<file path="src/rtl/bcd_cnt_pkg.sv">
// Shared BCD digit type, digit limits and load-value clamp for the BCD up/down counter.
package bcd_cnt_pkg;

  typedef logic [3:0] bcd_digit_t;

  localparam bcd_digit_t BCD_MAX = 4'd9;
  localparam bcd_digit_t BCD_MIN = 4'd0;

  // Any nibble above 9 is not a decimal digit; it is pinned to the largest legal one.
  function automatic bcd_digit_t bcd_clamp(input logic [3:0] nibble);
    return (nibble > BCD_MAX) ? BCD_MAX : nibble;
  endfunction

endpackage

</file>
<file path="src/rtl/bcd_digit.sv">
// One BCD digit of the up/down counter: synchronous load, or one step when carry-in is high.
// co is combinational so the carry/borrow ripples through every digit within one cycle.
module bcd_digit
  import bcd_cnt_pkg::*;
#(
  parameter bcd_digit_t RST_VAL = BCD_MAX
) (
  input  logic       clk,
  input  logic       rst,
  input  logic       ci,
  input  logic       up,
  input  logic       ld,
  input  bcd_digit_t ld_val,
  output bcd_digit_t q,
  output logic       co
);

  bcd_digit_t r_q;
  bcd_digit_t w_next;

  assign co = ci & (up ? (r_q == BCD_MAX) : (r_q == BCD_MIN));

  // NOTE: every always_comb output gets a default first, so no path can infer a latch.
  always_comb begin
    w_next = r_q;
    if (up) w_next = (r_q == BCD_MAX) ? BCD_MIN : r_q + 4'd1;
    else    w_next = (r_q == BCD_MIN) ? BCD_MAX : r_q - 4'd1;
  end

  // NOTE: sequential state uses non-blocking assignments so all flops update together.
  always_ff @(posedge clk or posedge rst) begin
    if (rst)     r_q <= RST_VAL;
    else if (ld) r_q <= bcd_clamp(ld_val);
    else if (ci) r_q <= w_next;
  end

  assign q = r_q;

endmodule

</file>
<file path="src/rtl/bcd_updn_cnt.sv">
// Cascaded DIGITS-digit BCD up/down counter with load, terminal-count and load-error pulses.
// Define BCD_UPDN_CNT_SAT_EN for saturating mode; otherwise the count wraps at its limits.
module bcd_updn_cnt
  import bcd_cnt_pkg::*;
#(
  parameter int         DIGITS    = 4,
  parameter bcd_digit_t RST_DIGIT = 4'd9
) (
  input  logic                  clk,
  input  logic                  rst,
  input  logic                  en,
  input  logic                  up,
  input  logic                  load,
  input  logic [4*DIGITS-1:0]   load_val,
  output logic [4*DIGITS-1:0]   cnt,
  output logic                  tc,
  output logic                  load_err,
  output logic                  zero
);

  logic [DIGITS:0]   w_ci;
  logic [DIGITS-1:0] w_bad;
  logic              w_tc_next;
  logic              r_tc;
  logic              r_load_err;

`ifdef BCD_UPDN_CNT_SAT_EN
  logic [DIGITS-1:0] w_at_lim;
  logic              w_blocked;

  // Every digit sitting at the limit in the current direction means the step would wrap.
  assign w_blocked = &w_at_lim;
  assign w_ci[0]   = en & ~load & ~w_blocked;
  assign w_tc_next = en & ~load & w_blocked;
`else
  assign w_ci[0]   = en & ~load;
  assign w_tc_next = w_ci[DIGITS];
`endif

  for (genvar g = 0; g < DIGITS; g++) begin : g_digit
    assign w_bad[g] = load_val[4*g +: 4] > BCD_MAX;

`ifdef BCD_UPDN_CNT_SAT_EN
    assign w_at_lim[g] = cnt[4*g +: 4] == (up ? BCD_MAX : BCD_MIN);
`endif

    bcd_digit #(
      .RST_VAL (RST_DIGIT)
    ) u_digit (
      .clk    (clk),
      .rst    (rst),
      .ci     (w_ci[g]),
      .up     (up),
      .ld     (load),
      .ld_val (load_val[4*g +: 4]),
      .q      (cnt[4*g +: 4]),
      .co     (w_ci[g+1])
    );
  end

  always_ff @(posedge clk or posedge rst) begin
    if (rst) begin
      r_tc       <= 1'b0;
      r_load_err <= 1'b0;
    end else begin
      r_tc       <= w_tc_next;
      r_load_err <= load & (|w_bad);
    end
  end

  assign tc       = r_tc;
  assign load_err = r_load_err;
  assign zero     = (cnt == '0);

endmodule
</file>
<file path="config.mk">
export PLATFORM = sky130hd
export DESIGN_NAME = bcd_updn_cnt
export DESIGN_NICKNAME = d
export VERILOG_FILES = /design/src/rtl/bcd_cnt_pkg.sv /design/src/rtl/bcd_digit.sv /design/src/rtl/bcd_updn_cnt.sv
export SDC_FILE = /design/constraint.sdc
export NUM_CORES = 1
export LEC_CHECK = 0
export ABC_AREA = 1
export BUFFER_PORTS_ARGS = -buffer_cell sky130_fd_sc_hd__buf_2
export CAP_MARGIN = 0
export CORE_MARGIN = 2
export CORE_UTILIZATION = 53
export CTS_CLUSTER_SIZE = 12
export DETAILED_ROUTE_END_ITERATION = 10
export PLACE_DENSITY = 0.82
export SLEW_MARGIN = 25
export SYNTH_ARGS = -nofsm -noshare
export SYNTH_HDL_FRONTEND = slang
export SYNTH_SLANG_ARGS = --single-unit
</file>
<file path="constraint.sdc">
create_clock -name clk -period 1.5 [get_ports clk]
set_input_delay 0.3 -clock clk [delete_from_list [all_inputs] [get_ports clk]]
set_output_delay 0.3 -clock clk [all_outputs]
set_load 0.02 [all_outputs]
</file>
==> results.md <==
- # IOs: 40
- Final std cells w/o fill: 363
- DR vias/cell: 5.34
- Worst-path cell chain: nor2_4 > nand2_2 > nor4_4 > buf_4
- Layout cells sized above 1: 34.0%
- Met2 routed WL: 2.14 mm
- Post-synth cell types: 27
- Final hold violations: 0
- H-Tree Depth: 1
- DR vias: 1,938
- Area of the mapped netlist: 1580 µm²
- # fillers: 228
- Seq cells post-synth: 18
- WP data arrival: 1.47 ns
- Die area: 3440 µm²
- Combinational power share: 51.6%
- Final WL: 4.31 mm
- Initial antenna violation count: 0
- Finish-stage setup viols: 1
- Initial Util: 56.5%
- Worst-path maximum fanout: 5
- Port buffer count: 39
- Antenna Nets Post-Route: 0
- Syn_nets: 291
- Net Switching: 881 µW
- Worst Path Required: 1.20 ns
- Violated checks: DRC, setup timing
- Cells after DPL: 355
- DR iter-0 viols: 163
- CTS clock-pin slew for the worst setup and hold paths: 0.13 ns
- Antenna Diode Count: 0
- Number of global-route vias before repair: 1,723
- RSZ-0062 raised after global routing: yes
- Final period util: 118%
- Root Buffer: clkbuf_4
- HPWL Detailed: 3.11 mm
- TritonCTS Buffers: 3
- Worst skew pair latency: 0.31 ns
- Ys Warns: 0
- Skew final: 0.0110 ns
- Status: finished, violations left
- Sequential share of power: 32.2%
- Pre-CTS WS: -0.000235 ns
- NumNets Final: 354
- Sequential share of the synthesized area: 29.1%
- CP Buf/Inv Count: 1
- FP Rows: 19
- Pins Over Slew Limit: 0
- Crit-path max cell delay: 0.44 ns
- Share of total power in the clock network: 16.2%
- Core box area: 2810 µm²
- Startpoint types: register
- Routed wl met3: 258 µm
- Synthesized area per cell: 5.87 µm²
- First-pass DRT Iterations: 7
- Area delta synth->final: 35.5%
- Total gr overflow: 0
- GP Congestion: 0.886
- Pleak: 0.00122 µW
- Worst-case vdd ir drop: 0.514 mV
- FF/Latch Area: 462 µm²
- Setup TNS: -0.275 ns
- Slowest CP cell: dfrtp_2
- First-pass GRT wire length: 7.11 mm
- Max cap viols: 0
- Clock Sinks: 18
- Area of the multi-input gates: 1070 µm²
- Die height: 58.7 µm
- Routed length per instance: 11.9 µm
- Worst Max-Slew Pin Slew: 0.372 ns
- Fin util: 76.5%
- Min Tclk post-route: 1.77 ns
- Top sig layer: met4
- GR Util All Layers: 26.3%
- Critical Setup Path Class: register to primary output
- CTS tree: built
- Post-Synthesis Cells: 270
- Metal-1 WL: 1.88 mm
- Worst rel slew slack: 74.9%
- Remaining DRCs: 2
- Final worst slack: -0.275 ns
- Pin count of the biggest net entering global routing: 19
- Die Width: 58.7 µm
- PnR Total Power: 2010 µW
- Min-Delay Path Class: primary input to register
- Sw Ratio: 43.8%
- Worst setup EP type: primary output
- Pwr/cell area: 938 nW/µm²
- Cell-internal power: 1130 µW
- Crit path max-delay family: simple AND/OR/NAND/NOR gates
- Clock buffer depth: 2
- Fmax: 0.563 GHz
-- layout by cell type, fill, tap and decap left out, drive strengths merged --
master | netlist | layout
a21oi | 5 | 5
a22oi | 5 | 5
a31oi | 2 | 2
a41oi | 1 | 1
buf | 4 | 65
clkbuf | 4 | 4
dfrtp | 10 | 10
dfstp | 8 | 8
dlygate4sd3 | 0 | 1
inv | 31 | 31
nand2 | 113 | 113
nand3 | 35 | 35
nand4 | 1 | 1
nor2 | 27 | 27
nor3 | 1 | 1
nor4 | 1 | 1
o211ai | 1 | 1
o21ai | 20 | 20
xnor2 | 1 | 1
-- power groups by stage --
stage | Clock, µW | Combinational [µW] | Sequential, µW
5_1_grt | 349 | 1150 | 658
6_report | 326 | 1040 | 648
3_3_place_gp | 0 | 914 | 643
3_5_place_dp | 0 | 925 | 646
2_1_floorplan | 0 | 500 | 761
4_1_cts | 327 | 968 | 643
-- cell type report --
class / instances / area share, %
repair buffers: 66 / 19.3
clock buffers: 4 / 1.69
well taps: 31 / 1.81
inverters: 31 / 5.66
multi-input cells: 213 / 50.0
flip-flops and latches: 18 / 21.5
-- logic make-up (layout without fill, tap and decap cells) --
logic type,count (synthesis),after routing,synth area share (%)
DFF,18,18,29.1
AOI/OAI and AO/OA,34,34,12.6
buffers and inverters,39,101,9.64
and+or+nand+nor,178,178,48.2
xor gates and xnor gates,1,1,0.553
-- Yosys cell counts --
cell | number | area [µm²]
nand2_1 | 110 | 413
nand3_1 | 33 | 165
inv_1 | 27 | 101
nor2_1 | 23 | 86.3
o21ai_0 | 17 | 85.1
dfrtp_1 | 10 | 250
dfstp_2 | 8 | 210
a21oi_1 | 5 | 25.0
a22oi_1 | 5 | 37.5
buf_2 | 4 | 20.0
inv_2 | 4 | 15.0
clkbuf_1 | 3 | 11.3
nand2_2 | 3 | 18.8
a31oi_1 | 2 | 12.5
nor2_2 | 2 | 12.5
nor2_4 | 2 | 22.5
o21ai_2 | 2 | 17.5
a41oi_1 | 1 | 8.76
clkbuf_2 | 1 | 5.00
nand3_2 | 1 | 10.0
nand3_4 | 1 | 17.5
nand4_1 | 1 | 6.26
nor3_1 | 1 | 5.00
nor4_1 | 1 | 6.26
o211ai_1 | 1 | 7.51
o21ai_1 | 1 | 5.00
xnor2_1 | 1 | 8.76
-- timing repair --
action                                  CTS  global route
resized for setup                        10            24
setup buffers                             2             1
endpoints found under the hold margin    10             0
pin swaps                                 3             3
endpoints found under the setup margin    1            19
hold buffers                              1             0
-- metrics by stage --
stage	hold WS [ns]	area [µm²]
detailed placement	0.335	1970
global placement	0.331	1970
finish	0.240	2150
global route	0.283	2150
floorplan	0.233	1600
CTS	0.245	2070
-- per-layer routing --
layer | track usage (%) | up-vias
met2 | 44.5 | 73
met4 | 10.1 | 0
met5 | 0 | -
met3 | 2.86 | 6
li1 | - | 989
met1 | 34.8 | 870
-- sequential cells by signal, summed over array words and instances (netlist names) --
name and count:
g_digit.u_digit.q 16, load_err 1, tc 1
-- worst paths after layout --
kind | start | end | slack, ns | cells after the start
worst max-delay path | g_digit[3].u_digit.q[1] | zero | -0.27 | 4
worst min-delay path | load_val[0] | g_digit[0].u_digit.q[0] | 0.24 | 3
worst max register to register | g_digit[1].u_digit.q[0] | g_digit[3].u_digit.q[0] | 0.03 | 8
worst min register to register | g_digit[2].u_digit.q[0] | g_digit[2].u_digit.q[0] | 0.53 | 2
max in group asynchronous | rst | g_digit[2].u_digit.q[3] | 0.69 | 4
min in group asynchronous | rst | g_digit[0].u_digit.q[2] | 0.54 | 4
-- worst min-delay path, stage by stage --
cell and delay (ns):
buf_2 0.07, o21ai_0 0.07, o211ai_1 0.08
(Power assumes the default switching activity.)
